$ cat src/rtl/alu_request_arbiter_pkg.sv
// Shared types and constants for the ALU request arbiter and the ALU it shares.
package alu_request_arbiter_pkg;

    localparam int DATA_WIDTH = 16;
    localparam int FUNC_WIDTH = 4;

    localparam logic [FUNC_WIDTH-1:0] FUNC_ADD = 4'd0;
    localparam logic [FUNC_WIDTH-1:0] FUNC_SUB = 4'd1;
    localparam logic [FUNC_WIDTH-1:0] FUNC_AND = 4'd2;
    localparam logic [FUNC_WIDTH-1:0] FUNC_OR  = 4'd3;
    localparam logic [FUNC_WIDTH-1:0] FUNC_XOR = 4'd4;
    localparam logic [FUNC_WIDTH-1:0] FUNC_LSS = 4'd5;

    typedef enum logic [1:0] {
        ARB_IDLE = 2'd0,
        ARB_EXEC = 2'd1,
        ARB_RESP = 2'd2
    } arbState_t;

    // Two's-complement add overflow from the operand and sum sign bits.
    function automatic logic signed_add_ovf(input logic a_msb, input logic b_msb, input logic s_msb);
        return (a_msb == b_msb) && (s_msb != a_msb);
    endfunction

endpackage

$ cat src/rtl/arithmeticLogicUnit.sv
// Combinational ALU: add/sub with signed overflow, bitwise ops and signed less-than.
module arithmeticLogicUnit
    import alu_request_arbiter_pkg::*;
(
    input  logic [DATA_WIDTH-1:0] i_a,
    input  logic [DATA_WIDTH-1:0] i_b,
    input  logic [FUNC_WIDTH-1:0] i_func,
    output logic [DATA_WIDTH-1:0] o_result,
    output logic                  o_overflow,
    output logic                  o_compare
);

    localparam int MSB = DATA_WIDTH - 1;

    logic [DATA_WIDTH-1:0] w_sum;
    logic [DATA_WIDTH-1:0] w_diff;
    logic                  w_lt;

    assign w_sum  = i_a + i_b;
    assign w_diff = i_a - i_b;
    assign w_lt   = $signed(i_a) < $signed(i_b);

    // Function decode; unknown codes produce an all-zero response.
    always_comb begin
        o_result   = '0;
        o_overflow = 1'b0;
        o_compare  = 1'b0;
        case (i_func)
            FUNC_ADD: begin
                o_result   = w_sum;
                o_overflow = signed_add_ovf(i_a[MSB], i_b[MSB], w_sum[MSB]);
            end
            FUNC_SUB: begin
                o_result   = w_diff;
                o_overflow = signed_add_ovf(i_a[MSB], ~i_b[MSB], w_diff[MSB]);
            end
            FUNC_AND: o_result = i_a & i_b;
            FUNC_OR:  o_result = i_a | i_b;
            FUNC_XOR: o_result = i_a ^ i_b;
            FUNC_LSS: begin
                o_result  = {{(DATA_WIDTH-1){1'b0}}, w_lt};
                o_compare = w_lt;
            end
            default: o_result = '0;
        endcase
    end

endmodule

$ cat src/rtl/rr_picker.sv
// Round-robin search: first set request bit after i_last, wrapping modulo NUM_REQ.
module rr_picker #(
    parameter int NUM_REQ = 2,
    localparam int ID_W = (NUM_REQ > 1) ? $clog2(NUM_REQ) : 1
) (
    input  logic [NUM_REQ-1:0] i_req,
    input  logic [ID_W-1:0]    i_last,
    output logic               o_found,
    output logic [ID_W-1:0]    o_idx
);

    logic [ID_W-1:0] w_cand;

    // Walk from lowest to highest priority so the highest-priority hit is written last.
    always_comb begin
        o_found = 1'b0;
        o_idx   = '0;
        w_cand  = '0;
        for (int k = NUM_REQ; k >= 1; k--) begin
            w_cand  = ID_W'((int'(i_last) + k) % NUM_REQ);
            o_found = o_found | i_req[w_cand];
            o_idx   = i_req[w_cand] ? w_cand : o_idx;
        end
    end

endmodule

$ cat src/rtl/alu_request_arbiter.sv
// Shares one ALU among NUM_REQ requesters with round-robin grant, one op in flight,
// registered response and per-requester sticky overflow.
module alu_request_arbiter
    import alu_request_arbiter_pkg::*;
#(
    parameter int NUM_REQ = 2
) (
    input  logic                          _clock,
    input  logic                          _reset,
    input  logic [NUM_REQ-1:0]            _reqValid,
    output logic [NUM_REQ-1:0]            reqReady,
    input  logic [NUM_REQ*DATA_WIDTH-1:0] _reqValA,
    input  logic [NUM_REQ*DATA_WIDTH-1:0] _reqValB,
    input  logic [NUM_REQ*FUNC_WIDTH-1:0] _reqFunc,
    output logic [NUM_REQ-1:0]            respValid,
    input  logic [NUM_REQ-1:0]            _respReady,
    output logic [DATA_WIDTH-1:0]         respResult,
    output logic                          respOverflow,
    output logic                          respCompare,
    output logic [NUM_REQ-1:0]            stickyOverflow,
    input  logic [NUM_REQ-1:0]            _ovfClear,
    output logic                          busy
);

    localparam int ID_W = $clog2(NUM_REQ);
    localparam logic [NUM_REQ-1:0] ONE_HOT_0  = {{(NUM_REQ-1){1'b0}}, 1'b1};
    localparam logic [ID_W-1:0]    LAST_RESET = ID_W'(NUM_REQ - 1);

    arbState_t             r_state;
    arbState_t             w_next_state;
    logic [ID_W-1:0]       r_last_grant;
    logic [ID_W-1:0]       r_owner;
    logic [DATA_WIDTH-1:0] r_op_a;
    logic [DATA_WIDTH-1:0] r_op_b;
    logic [FUNC_WIDTH-1:0] r_func;
    logic [NUM_REQ-1:0]    r_resp_valid;
    logic [DATA_WIDTH-1:0] r_result;
    logic                  r_overflow;
    logic                  r_compare;
    logic [NUM_REQ-1:0]    r_sticky;
    logic                  r_busy;

    logic                  w_found;
    logic [ID_W-1:0]       w_win;
    logic [DATA_WIDTH-1:0] w_alu_result;
    logic                  w_alu_ovf;
    logic                  w_alu_cmp;
    logic [NUM_REQ-1:0]    w_sticky_set;
    logic                  w_accept;
    logic                  w_consume;

    rr_picker #(.NUM_REQ(NUM_REQ)) u_picker (
        .i_req   (_reqValid),
        .i_last  (r_last_grant),
        .o_found (w_found),
        .o_idx   (w_win)
    );

    arithmeticLogicUnit u_alu (
        .i_a        (r_op_a),
        .i_b        (r_op_b),
        .i_func     (r_func),
        .o_result   (w_alu_result),
        .o_overflow (w_alu_ovf),
        .o_compare  (w_alu_cmp)
    );

    assign w_accept     = (r_state == ARB_IDLE) && w_found;
    assign w_consume    = (r_state == ARB_RESP) && _respReady[r_owner];
    assign reqReady     = w_accept ? (ONE_HOT_0 << w_win) : '0;
    assign w_sticky_set = ((r_state == ARB_EXEC) && w_alu_ovf) ? (ONE_HOT_0 << r_owner) : '0;

    assign respValid      = r_resp_valid;
    assign respResult     = r_result;
    assign respOverflow   = r_overflow;
    assign respCompare    = r_compare;
    assign stickyOverflow = r_sticky;
    assign busy           = r_busy;

    // Sequencer next state.
    always_comb begin
        w_next_state = r_state;
        case (r_state)
            ARB_IDLE: begin
                if (w_found) w_next_state = ARB_EXEC;
                else         w_next_state = ARB_IDLE;
            end
            ARB_EXEC: w_next_state = ARB_RESP;
            ARB_RESP: begin
                if (w_consume) w_next_state = ARB_IDLE;
                else           w_next_state = ARB_RESP;
            end
            default: w_next_state = ARB_IDLE;
        endcase
    end

    // State, operand latch and response registers.
    always_ff @(posedge _clock or posedge _reset) begin
        if (_reset) begin
            r_state      <= ARB_IDLE;
            r_busy       <= 1'b0;
            r_last_grant <= LAST_RESET;
            r_owner      <= '0;
            r_op_a       <= '0;
            r_op_b       <= '0;
            r_func       <= '0;
            r_resp_valid <= '0;
            r_result     <= '0;
            r_overflow   <= 1'b0;
            r_compare    <= 1'b0;
        end else begin
            r_state <= w_next_state;
            r_busy  <= (w_next_state != ARB_IDLE);
            case (r_state)
                ARB_IDLE: begin
                    if (w_found) begin
                        r_owner <= w_win;
                        r_op_a  <= _reqValA[int'(w_win)*DATA_WIDTH +: DATA_WIDTH];
                        r_op_b  <= _reqValB[int'(w_win)*DATA_WIDTH +: DATA_WIDTH];
                        r_func  <= _reqFunc[int'(w_win)*FUNC_WIDTH +: FUNC_WIDTH];
                    end
                end
                ARB_EXEC: begin
                    r_result     <= w_alu_result;
                    r_overflow   <= w_alu_ovf;
                    r_compare    <= w_alu_cmp;
                    r_resp_valid <= ONE_HOT_0 << r_owner;
                end
                ARB_RESP: begin
                    if (w_consume) begin
                        r_resp_valid <= '0;
                        r_last_grant <= r_owner;
                    end
                end
                default: r_resp_valid <= '0;
            endcase
        end
    end

    // Sticky overflow: a set on the same edge as a clear wins.
    always_ff @(posedge _clock or posedge _reset) begin
        if (_reset) begin
            r_sticky <= '0;
        end else begin
            r_sticky <= (r_sticky & ~_ovfClear) | w_sticky_set;
        end
    end

endmodule

$ cat config.mk
export PLATFORM = sky130hd
export DESIGN_NAME = alu_request_arbiter
export DESIGN_NICKNAME = d
export VERILOG_FILES = /design/src/rtl/alu_request_arbiter_pkg.sv /design/src/rtl/arithmeticLogicUnit.sv /design/src/rtl/rr_picker.sv /design/src/rtl/alu_request_arbiter.sv
export SDC_FILE = /design/constraint.sdc
export NUM_CORES = 1
export LEC_CHECK = 0
export ABC_AREA = 0
export CELL_PAD_IN_SITES_DETAIL_PLACEMENT = 1
export CELL_PAD_IN_SITES_GLOBAL_PLACEMENT = 2
export CORE_MARGIN = 2
export CORE_UTILIZATION = 30
export DETAILED_ROUTE_END_ITERATION = 12
export GPL_ROUTABILITY_DRIVEN = 0
export PLACE_DENSITY_LB_ADDON = 0.1
export SLEW_MARGIN = 15
export SYNTH_ARGS = -nofsm -noshare
export SYNTH_HDL_FRONTEND = slang
export SYNTH_SLANG_ARGS = --single-unit
$ cat constraint.sdc
create_clock -name _clock -period 3.03 [get_ports _clock]
set_input_delay 0.909 -clock _clock [delete_from_list [all_inputs] [get_ports _clock]]
set_output_delay 0.909 -clock _clock [all_outputs]
set_load 0.01 [all_outputs]
==> After elaboration in Yosys (flattened, before gate mapping) <==
Cells that the tools add are included.
{ "totals": {"regBits": 63, "latch_bits": 0, "ram_bits": 0, "rom_bits": 0, "wordCells": 75, "memories": 0} }
{ "classes": {"n_addsub": 4, "multipliers": 0, "div_mod_pow": 0, "n_lt_le_gt_ge": 4, "n_eq_ne": 12, "shifts": 5, "muxes": 18, "n_bitwise": 9, "reduce_logical": 11} }
{ "ops": {"columns": ["op", "count"], "rows": [
  ["one-hot mux 16 bit (6 select lines)", 1],
  ["indexed part select 32 x 6 -> 16 bit", 2],
  ["adder 16 bit", 1],
  ["AND 16 bit", 1],
  ["< comparator 16 bit", 1],
  ["bitwise OR 16 bit", 1],
  ["subtractor 16 bit", 1],
  ["bitwise XOR 16 bit", 1],
  ["one-hot mux 2 bit (3 select lines)", 2],
  ["2-to-1 mux 1 bit", 10],
  ["equality test 4 x 2 -> 1 bit, second input constant", 2],
  ["equality test 4 x 3 -> 1 bit, second input constant", 2],
  ["2-to-1 mux 2 bit", 4],
  ["indexed part select 8 x 4 -> 4 bit", 1],
  ["< comparator 1 x 2 -> 1 bit, second input constant", 3],
  ["AND reduction 2 bit", 3],
  ["logical AND 1 bit", 5],
  ["equality test 4 x 1 -> 1 bit, second input constant", 1],
  ["logical NOT 4 bit", 1],
  ["<< shifter 1 x 1 -> 2 bit, first input constant", 2],
  ["adder 1 bit, second input constant", 2],
  ["AND 2 bit", 1],
  ["equality test 1 bit", 2],
  ["equality test 2 x 1 -> 1 bit, second input constant", 1],
  ["other kinds (10)", 12]
]} }

==> Logic depth before layout (Yosys ltp) <==
{ "logic_depth": {"word_depth": 7, "mapped_depth": 11} }

==> Cells and area by module <==
A second synthesis with hierarchy kept.
{ "unflattened": {"cells_unflattened": 645, "area_unflattened_um2": 5520.3} }
{ "by_module_without_submodules": {"columns": ["module", "instances", "cells_each", "area_each_um2", "seq_area_each_um2"], "rows": [
  ["alu_request_arbiter", 1, 271, 2971.6, 1577.8],
  ["arithmeticLogicUnit", 1, 372, 2534.9, 0.0],
  ["rr_picker", 1, 2, 13.8, 0.0]
]} }

==> Worst setup path after synthesis <==
OpenSTA, ideal clock, no wires.
{ "synth_path": {"kind": "input-to-output", "startpoint": "in _reqValid[1]", "endpoint": "out reqReady[0]", "arrival_time_ns": 1.762, "t_required_ns": 2.121, "setup_slack_ns": 0.359, "path_stages": 3, "n_path_buf": 1, "path_cell_list": "o21ai_1 > a21oi_1 > clkbuf_1"} }
{ "synth_between": {"elab_chain_len": 6, "word_cells_on_any_way": 10, "classes_between": "shift: 1; mux: 7; bitwise: 1; reduce/logical: 1"} }
{ "synth_lines": {"columns": ["element", "line", "source"], "rows": [
  ["from (decl)", "alu_request_arbiter.sv:10", "input logic [NUM_REQ-1:0] _reqValid,"],
  ["2-to-1 mux 1 bit (not written as such) (2 in series)", "rr_picker.sv:21, rr_picker.sv:22", null],
  ["2-to-1 mux 1 bit (2 in series)", "rr_picker.sv:22", "o_idx = i_req[w_cand] ? w_cand : o_idx;"],
  ["<< shifter 1 x 1 -> 2 bit", "alu_request_arbiter.sv:70", "assign reqReady = w_accept ? (ONE_HOT_0 << w_win) : '0;"],
  ["2-to-1 mux 2 bit (*)", "alu_request_arbiter.sv:70", null],
  ["to (decl)", "alu_request_arbiter.sv:11", "output logic [NUM_REQ-1:0] reqReady,"]
]} }
Mark *: on every way between the ends. The rest lies on a longest branch, timed or not. The select of a mux whose other input is x is not followed.

==> Final worst setup path <==
Same ends and word-level chain as after synthesis.

==> metrics.md <==
| Metric | Value |
|---|---|
| Final TNS setup | `0 ps` |
| Pleak | `2.920 nW` |
| Share of the core filled with cells | `41.14%` |
| Max Freq | `343.6 MHz` |
| Total grt overflow | `0` |
| Clock share of power | `14.7%` |
| Primary FF master, synth | `dfrtp_1` |
| Area grow syn2layout | `35.17%` |
| CP max FO | `3` |
| Tmin final | `2910 ps` |
| DRT Wirelength | `16,130 um` |
| Clk slew on worst S/H paths | `60 ps` |
| Worst-Skew Late Latency | `340 ps` |
| Critical path launch point type | `input pin` |
| Post-CTS Setup Bufs | `0` |
| Routing usage on met2 | `35.48%` |
| Tcrit/Tclk final | `96.05%` |
| Commonest cells after routing, fill and taps aside | `102 x clkdlybuf4s50_1, 89 x inv_1, 62 x dfrtp_1, 48 x ha_1, 42 x a21oi_1` |
| Cells after Synth | `563` |
| Residual DRC | `0` |
| Yosys reg bits | `63` |
| Largest net degree at the start of global routing | `40` |
| Worst reg2reg endpoint | `respResult[12]` |
| Initial antenna violation count | `0` |
| Slew HR | `55.12%` |
| Post-synthesis compound-gate area fraction | `27.69%` |
| DR vias/cell | `5.287` |
| Rows | `46` |
| Clock Tree Buf Depth | `2` |
| Setup ws final | `119.7 ps` |
| Pwr Density | `1211 mW/mm2` |
| Worst reg-to-reg path cell count | `11` |
| Final Hold Fails | `0` |
| # Max-Cap Violations | `0` |
| Most common cell after layout, fill and taps aside | `clkdlybuf4s50_1` |
| H-tree depth | `3` |
| Met1 usage | `26.02%` |
| Resize count post-CTS | `2` |
| Post-Syn Area per Cell | `8.525 um2` |
| Switch share | `48.16%` |
| Die height | `130.5 um` |
| Final-report setup violation count | `0` |
| Ranking of synthesized cells by area | `dfrtp_1 32%, ha_1 13%, a222oi_1 7.9%` |
| Yosys cell types | `63` |
| Wire per inst | `18.15 um` |
| Worst Clk Skew | `6.772 ps` |
| Int Power | `4.074 mW` |
| Post-Synth Simple-Gate Area | `12.70%` |
| Post-synth top area cell | `dfrtp_1` |
| Syn_nets | `693` |
| TritonCTS clock tree | `built` |
| Port bufs | `104` |
| Synthesized area | `0.004800 mm2` |
| Worst reg-to-reg setup slack | `160 ps` |
| # diodes | `0` |
| Yosys top cell area share | `32.33%` |
| GRT busiest layer | `met2` |
| Chip width | `130.5 um` |
| Gate power share | `64.5%` |
| Die area | `0.01703 mm2` |
| Asr flop ratio synth | `100.0%` |
| Hold Crit Class | `reg -> reg` |
| First-pass GRT wire length | `26,620 um` |
| Post-synth EDFFs | `0` |
| HP Start | `respOverflow` |
| Post-synthesis xor/xnor area fraction | `2.190%` |
| CP Class | `in -> out` |
| Worst path slowest cell | `clkdlybuf4s50_1` |
| Crit path cell chain | `clkdlybuf4s50_1 > o21ai_2 > a21oi_2 > dlygate4sd2_1` |
| Area of the core | `0.01577 mm2` |
| Via Count | `4,700` |
| Post-synthesis adder-cell area fraction | `13.35%` |
| Req. time, crit path | `2120 ps` |
| Fraction of final layout cells sized beyond drive strength 1 | `8.618%` |
| Area after DPL | `0.006166 mm2` |
| Pre-CTS WS | `-145.2 ps` |
| Post-route ant nets | `0` |
| Grt met3 use | `2.647%` |
| Power share of the sequential group | `20.8%` |
| Worst setup EP type | `output pin` |
| Hold EP | `respOverflow` |
| Filler cells | `1,854` |
| # clock sinks | `63` |
| Drt pass-1 iters | `8` |
| Register area share after synthesis | `32.87%` |
| Slowest stage delay, CP | `540 ps` |
| Fin. max-slew vios | `0` |
| IO Count | `105` |
| Root Driver | `clkbuf_16` |
| Slew of the pin with the lowest slew margin | `673.2 ps` |
| Final net count | `798` |
| Hold Buf Count CTS | `0` |
| Vias in the first global route | `4,964` |
| CTS Buf Count | `9` |
| Final instance area | `0.006487 mm2` |
| Hpwl dp | `12,470 um` |
| Outcome | `completed` |
| Initial Utilization | `30.43%` |
| DRT iter0 DRCs | `301` |
| Hold Path Cell Cnt | `2` |
| Largest family of logic cells by synthesized area | `compound AO/OA/AOI/OAI gates` |
| Worst Path Arrival | `2000 ps` |
| Warnings, synthesis | `0` |
| Switch Pwr | `3.785 mW` |
| Peak supply drop | `0.3618 mV` |
| Post-synthesis mux area share | `1.095%` |
| Crit Reg-Reg Startpoint | `r_op_a[0]` |
| RSZ-0062 raised after global routing | `false` |
| Total GRT Usage | `20.31%` |
## cells in the mapped netlist (2+ instances only)
cell	count
mux2i_1	3
xnor2_1	8
nand4_1	5
a222oi_1	38
nor2b_1	10
a221o_1	2
o21ai_0	31
a21oi_2	3
fa_1	2
nor2_1	33
nor3_1	16
o22ai_1	3
a21o_1	2
a311oi_1	2
inv_1	90
o21ai_1	5
clkbuf_2	2
or3_1	2
buf_2	8
nand2b_1	8
a32oi_1	2
a22oi_1	3
nand3b_1	2
xor2_1	4
o221ai_1	2
and2_1	2
and3_1	2
ha_1	48
nand2_1	37
o2111ai_1	2
clkbuf_1	24
o211ai_1	8
o31ai_1	3
o32ai_1	2
a21oi_1	43
o21bai_1	2
dfrtp_1	62
mux2_2	2
buf_1	2
nand3_1	4
a22o_1	3
a31oi_1	4
a221oi_1	5
a211oi_1	3
## logic make-up after synthesis
kind of cell / count (synthesis)
AOI/OAI and AO/OA: 180
and+or+nand+nor: 127
buffers and inverters: 126
DFF: 63
adders and majority gates: 50
xor gates and xnor gates: 12
muxes: 5
## critical path: cells and delay by family
family	cells	cell delay, ps
AOI/OAI and AO/OA	2	250
buffers and inverters	2	840
## worst max path at each step
stage,from,endpoint,slack (ps),cells after the start
final,_reqValid[1],reqReady[0],120,4
after global routing,r_op_a[0],respResult[12],5,11
after CTS,_reqValid[1],reqReady[0],110,4
after detailed placement,_reqValid[1],reqReady[0],-150,4
after global placement,_reqValid[1],reqReady[0],-140,4
after floorplan,_reqValid[1],reqReady[0],360,3
## cell type report
cell class                      instances  area, um2  share of cell area [%]
Clock buffer                           11      242.7                   3.742
Clock inverter                          5      81.33                   1.254
Inverter                               90      337.8                   5.207
Multi-Input combinational cell        374       2744                   42.30
Sequential cell                        63       1578                   24.32
Tap cell                              216      270.3                   4.166
Timing Repair Buffer                  130       1234                   19.02
## layer usage
| metal | up-vias | wire, um |
|---|---|---|
| li1 | 2234 | - |
| met1 | 2354 | 7314 |
| met2 | 95 | 8035 |
| met3 | 17 | 512 |
| met4 | 0 | 270 |
| met5 | - | 0 |
## power groups by stage
stage	combinational (mW)	clock, mW	sequential (mW)
2_1_floorplan	3.55	0	1.51
4_1_cts	5.12	1.18	1.64
3_5_place_dp	5.10	0	1.66
6_report	5.07	1.15	1.63
3_3_place_gp	4.98	0	1.64
5_1_grt	5.73	1.22	1.71
## state kept, by name, indices dropped and copies added (netlist names), 2 cells and up
name	cells
respResult	16
r_op_a	16
stickyOverflow	2
respValid	2
r_func	4
r_state	2
r_op_b	16
## through the flow
stage               std cells  power (mW)  hold slack (ps)
floorplan                 563       5.066            506.3
global placement          873       6.613            467.3
detailed placement        873       6.761            477.2
CTS                       889       7.944            490.8
global route              889       8.663            523.8
finish                    889       7.858            484.7
(Power assumes the default switching activity.)
